**config.mk**
```make
export PLATFORM = sky130hd
export DESIGN_NAME = icon_tx_arbiter
export DESIGN_NICKNAME = d
export VERILOG_FILES = /design/src/rtl/icon_tx_arbiter.sv
export SDC_FILE = /design/constraint.sdc
export NUM_CORES = 1
export LEC_CHECK = 0
export ABC_AREA = 1
export BUFFER_PORTS_ARGS = -buffer_cell sky130_fd_sc_hd__buf_2
export CAP_MARGIN = 20
export CORE_MARGIN = 5
export CORE_UTILIZATION = 53
export DETAILED_ROUTE_END_ITERATION = 8
export PLACE_DENSITY = 0.8
export SETUP_SLACK_MARGIN = 0.1
export SLEW_MARGIN = 10
export SYNTH_ARGS = -nofsm -noshare
export SYNTH_HDL_FRONTEND = slang
export SYNTH_SLANG_ARGS = --single-unit
```
**constraint.sdc**
```tcl
create_clock -name clk -period 1.6 [get_ports clk]
set_input_delay 0.16 -clock clk [delete_from_list [all_inputs] [get_ports clk]]
set_output_delay 0.16 -clock clk [all_outputs]
set_load 0.01 [all_outputs]
```
**src/rtl/icon_tx_arbiter.sv**
```systemverilog
// icon_tx_arbiter: round-robin arbiter funnelling execution-unit write results onto one interconnect tx channel
package pkg_dtypes;
  typedef struct packed {
    logic [31:0] opd_data;
    logic [15:0] opd_addr;
    logic        opd_opx;
    logic        opd_valid;
  } type_alu_channel_tx;
  typedef struct packed {
    logic [15:0] addr;
    logic [31:0] data;
    logic        valid;
  } type_icon_tx_channel;
  typedef struct packed {
    logic success;
  } type_icon_rx_channel;
endpackage

`ifndef NUM_EXEC_UNITS
`define NUM_EXEC_UNITS 4
`endif

module icon_tx_arbiter #(
  parameter int NUM_REQ  = `NUM_EXEC_UNITS,
  parameter int MAX_WAIT = 15,
  localparam int IW = (NUM_REQ > 1) ? $clog2(NUM_REQ) : 1,
  localparam int WW = $clog2(MAX_WAIT + 1)
) (
  input  logic                                         clk,
  input  logic                                         reset_n,
  input  pkg_dtypes::type_alu_channel_tx [NUM_REQ-1:0] eu_tx,
  output logic [NUM_REQ-1:0]                           eu_tx_ready,
  output pkg_dtypes::type_icon_tx_channel              icon_tx,
  output logic                                         icon_opx,
  input  pkg_dtypes::type_icon_rx_channel              icon_rx,
  output logic [IW-1:0]                                grant_idx,
  output logic                                         busy
);
  typedef enum logic {IDLE, SEND} state_e;
  typedef struct packed {
    logic [31:0] data;
    logic [15:0] addr;
    logic        opx;
  } entry_t;

  state_e                    state_q, state_d;
  entry_t [NUM_REQ-1:0]      hold_q, hold_d;
  logic   [NUM_REQ-1:0]      hold_valid_q, hold_valid_d;
  logic   [IW-1:0]           rr_ptr_q, rr_ptr_d;
  logic   [IW-1:0]           grant_q, grant_d;
  logic   [WW-1:0]           wait_q, wait_d;
  logic   [IW-1:0]           sel;
  logic                      found;
  logic   [IW-1:0]           grant_nxt;

  assign eu_tx_ready = ~hold_valid_q;
  assign busy        = (state_q == SEND);
  assign grant_idx   = grant_q;
  assign grant_nxt   = (grant_q == IW'(NUM_REQ - 1)) ? '0 : grant_q + 1'b1;
  assign icon_tx     = busy ? {hold_q[grant_q].addr, hold_q[grant_q].data, 1'b1} : '0;
  assign icon_opx    = busy & hold_q[grant_q].opx;

  // first held slot at or after rr_ptr, wrapping modulo NUM_REQ
  always_comb begin
    logic [IW:0] idx;
    found = 1'b0;
    sel   = '0;
    idx   = '0;
    for (int k = 0; k < NUM_REQ; k++) begin
      idx = (IW+1)'(rr_ptr_q) + (IW+1)'(k);
      idx = (idx >= (IW+1)'(NUM_REQ)) ? idx - (IW+1)'(NUM_REQ) : idx;
      if (!found && hold_valid_q[idx[IW-1:0]]) begin
        found = 1'b1;
        sel   = idx[IW-1:0];
      end
    end
  end

  // slot capture plus IDLE/SEND next-state; capture and release of different slots coexist
  always_comb begin
    state_d      = state_q;
    hold_d       = hold_q;
    hold_valid_d = hold_valid_q;
    rr_ptr_d     = rr_ptr_q;
    grant_d      = grant_q;
    wait_d       = wait_q;
    for (int i = 0; i < NUM_REQ; i++) begin
      if (eu_tx[i].opd_valid && !hold_valid_q[i]) begin
        hold_valid_d[i] = 1'b1;
        hold_d[i]       = '{data: eu_tx[i].opd_data, addr: eu_tx[i].opd_addr, opx: eu_tx[i].opd_opx};
      end
    end
    if (state_q == IDLE) begin
      if (found) begin
        state_d = SEND;
        grant_d = sel;
        wait_d  = '0;
      end
    end else if (icon_rx.success) begin
      hold_valid_d[grant_q] = 1'b0;
      rr_ptr_d              = grant_nxt;
      state_d               = IDLE;
    end else if (wait_q == WW'(MAX_WAIT - 1)) begin
      rr_ptr_d = grant_nxt;
      state_d  = IDLE;
    end else begin
      wait_d = wait_q + 1'b1;
    end
  end

  // state registers; reset drops every held entry
  always_ff @(posedge clk or negedge reset_n) begin
    if (!reset_n) begin
      state_q      <= IDLE;
      hold_q       <= '0;
      hold_valid_q <= '0;
      rr_ptr_q     <= '0;
      grant_q      <= '0;
      wait_q       <= '0;
    end else begin
      state_q      <= state_d;
      hold_q       <= hold_d;
      hold_valid_q <= hold_valid_d;
      rr_ptr_q     <= rr_ptr_d;
      grant_q      <= grant_d;
      wait_q       <= wait_d;
    end
  end
endmodule

```
==> impl_metrics.csv <==
group,metric,value,unit
clock_tree,root_buffer,"clkbuf_16",
critical_path,cp.arrival,2060,ps
clock_tree,cts_inserted_buffers,23,
yosys,synth_area_leader_cell,"dfrtp_1",
power,p_leak,7.039,nW
status,status,"complete, but fails checks",
sta,setup_slack,-622.4,ps
critical_path,path_buf_inv,3,
critical_path,crit_required,1440,ps
finish,nNetsFinal,1615,
floorplan,die_h,145.7,microns
sta,finClkSkew,16.34,ps
status,violations,"negative setup slack",
sta,hold_viol,0,
global_route,grt_usage,33.47,%
power,power_frac_clock,17.3,%
power,p_sw_share,40.11,%
yosys,synth_edf_count,0,
flow_run,maxCapViolations,0,
global_route,use_met3,6.197,%
sta,max_freq,0.4500,GHz
power,ir_drop,1.417,mV
global_route,grt_pass1_wl,57.03,mm
sta,setup_violations,55,
yosys,yosysMostFrequentCell,"dfrtp_1",
floorplan,pin_count,260,
sta,fin_crit_sh,138.9,%
floorplan,rows,49,
yosys,synth_cell_types,26,
detailed_routing,drt_first_pass_iters,5,
finish,drive_above_1_share,46.73,%
yosys,synth_common_cells,"209 x dfrtp_1, 199 x nor2_1, 196 x mux2_2, 108 x o21ai_0, 51 x a21oi_1",
power,p_per_area,1989,nW/um^2
yosys,syn-num-nets,1128,
clock_tree,clock_path_buffers,3,
yosys,synthArstFlopShare,100.0,%
clock_tree,worstSkewPairLatency,510,ps
yosys,synth_area,9758,sq um
detailed_routing,viasPerCell,5.897,
critical_path,crit_fanout,9,
placed_design,numPortBuffers,259,
floorplan,core-area,18020,sq um
yosys,syn_avg_cell_area,10.62,sq um
yosys,syn-instance-count,919,
clock_tree,tritoncts,"done",
worst_hold_path,hold_path_class,"input port to async pin",
detailed_routing,wire_per_inst,23.43,microns
global_route,grt_pass1_vias,10380,
critical_path,start_kind,"flip-flop",
critical_path,crit_chain,"buf_12 -> buf_12 -> nor2_1 -> nor2_1 -> o21ai_1 -> a21oi_2 -> buf_2",
power,p_int,18.06,mW
sta,slew-limit-headroom,77.99,%
placed_design,gp_congestion,0.8738,
floorplan,die_area,21230,sq um
detailed_routing,ant_nets,0,
placed_design,dpl_cell_area,11630,sq um
finish,fill_cells,866,
finish,stdcell_area,15160,sq um
detailed_routing,wirelength,38.80,mm
sta,slew_viol_final,0,
power,switchingPower,12.09,mW
critical_path,crit_family,"flip-flops",
detailed_routing,vias,9766,
critical_path,slowest_delay,560,ps
floorplan,die-width,145.7,microns
clock_tree,h-tree-depth,1,
yosys,ys_seq_elements,209,
finish,layout.cells.non_filler,1656,
detailed_routing,route.detailed.drc,0,
power,p_seq_share,32.8,%
global_route,grt_max_degree,49,
yosys,ys.flop_type,"dfrtp_1",
yosys,synthTopCellsByArea,"dfrtp_1 54%, mux2_2 23%, nor2_1 7.7%",
finish,area_growth,55.35,%
critical_path,critical_path_class,"flip-flop to output port",
yosys,yosysSeqAreaShare,53.60,%
yosys,yosys_warnings,0,
sta,rsz0062_at_grt,"yes",
global_route,top_usage_layer,"met2",
floorplan,initial_core_util,54.14,%
critical_path,crit_slowest_cell,"dfrtp_4",
clock_tree,clk_pin_slew,60,ps
critical_path,end_kind,"output port",
global_route,grt_overflow,0,
placed_design,place_hpwl,18.82,mm
global_route,use_met2,59.53,%
placed_design,place_inst,1388,
sta,tightest_slew,330.2,ps
yosys,netlist.area_leader.share,53.60,%
detailed_routing,drtIter0Drc,845,
power,pwr-share-comb,49.8,%
global_route,use_met1,38.42,%
sta,period_minus_slack,2222,ps
clock_tree,clkSinkCount,209,
finish,multi_input_area,4582,sq um
global_route,antenna_found_initial,5,
finish,ff_latch_area,5240,sq um
-- cells by family after synthesis --
family	count (synthesis)	share of synthesized area, %
AOI/OAI and AO/OA	163	8.411
xor gates and xnor gates	2	0.1795
adders and majority gates	6	0.7693
buffers and inverters	79	3.526
DFF	209	53.60
muxes	196	22.62
and+or+nand+nor	264	10.90
-- registers in the layout, summed over array words and instances (netlist names) --
signal,cells
grant_idx,2
hold_q,196
rr_ptr_q,2
busy,1
hold_valid_q,4
wait_q,4
-- timing repair --
| item | CTS | global route |
|---|---|---|
| gates resized for setup | 38 | 175 |
| hold buffers | 202 | 0 |
| endpoints found under the setup margin | 56 | 101 |
| cloned | 2 | 5 |
| pin swaps | 3 | 62 |
| setup buffers | 4 | 9 |
| hold endpoints to repair | 409 | 0 |
-- final cells by class --
| class | count | area share [%] |
|---|---|---|
| repair buffers | 521 | 27.82 |
| clock inverters | 8 | 0.4870 |
| diodes | 6 | 0.09904 |
| flip-flops and latches | 209 | 34.57 |
| multi-input cells | 631 | 30.22 |
| inverters | 20 | 0.5612 |
| clock buffers | 32 | 4.350 |
| well taps | 229 | 1.890 |
-- worst paths after layout --
| kind | startpoint | end | slack [ps] | cells past startpoint |
|---|---|---|---|---|
| max in group asynchronous | reset_n | hold_q[90] | 820 | 3 |
| setup reg to reg | rr_ptr_q[0] | wait_q[3] | -50 | 11 |
| hold / removal | reset_n | hold_q[153] | 130 | 2 |
| setup / recovery | grant_idx[0] | icon_tx[12] | -620 | 7 |
| min in group clk | eu_tx[52] | hold_q[50] | 420 | 3 |
| hold reg to reg | hold_q[54] | hold_q[54] | 500 | 1 |
-- power groups by stage --
stage          combinational [mW]  clock (mW)  sequential, mW
2_1_floorplan                7.63           0            8.92
3_3_place_gp                 11.1           0            9.24
3_5_place_dp                 11.4           0            9.38
4_1_cts                      12.3        5.21            9.36
5_1_grt                      16.0        5.48            10.1
6_report                     15.0        5.23            9.89
-- cell usage in the layout (no fill, tap or decap), drive strengths merged, types with 2 or more instances in the layout --
master       count
inv             21
clkbuf          37
nand2           44
mux2           196
buf            314
clkinv           4
nor2           200
clkinvlp         2
a21oi           51
diode            6
dlygate4sd3    202
o21ai          110
ha               6
nand3           20
dfrtp          209
-- routing by layer --
| layer | vias to the layer above | wire length, microns |
|---|---|---|
| met5 | - | 0 |
| met4 | 0 | 2580 |
| met3 | 213 | 2955 |
| met2 | 670 | 19810 |
| met1 | 4766 | 13450 |
| li1 | 4117 | - |
-- stage by stage --
stage	power (mW)	hold WS [ps]	setup TNS [ps]	util (%)	worst slack (ps)
after global placement	20.35	96.67	0	64.54	49.16
after floorplan	16.55	-135.6	0	-	113.2
after CTS	26.85	118.5	-20260	80.63	-481.4
final	30.15	130.9	-24790	84.10	-622.4
after global routing	31.56	164.5	-28280	84.09	-664.5
after detailed placement	20.78	99.31	0	64.54	19.82
Power figures use the tool's default switching activity.
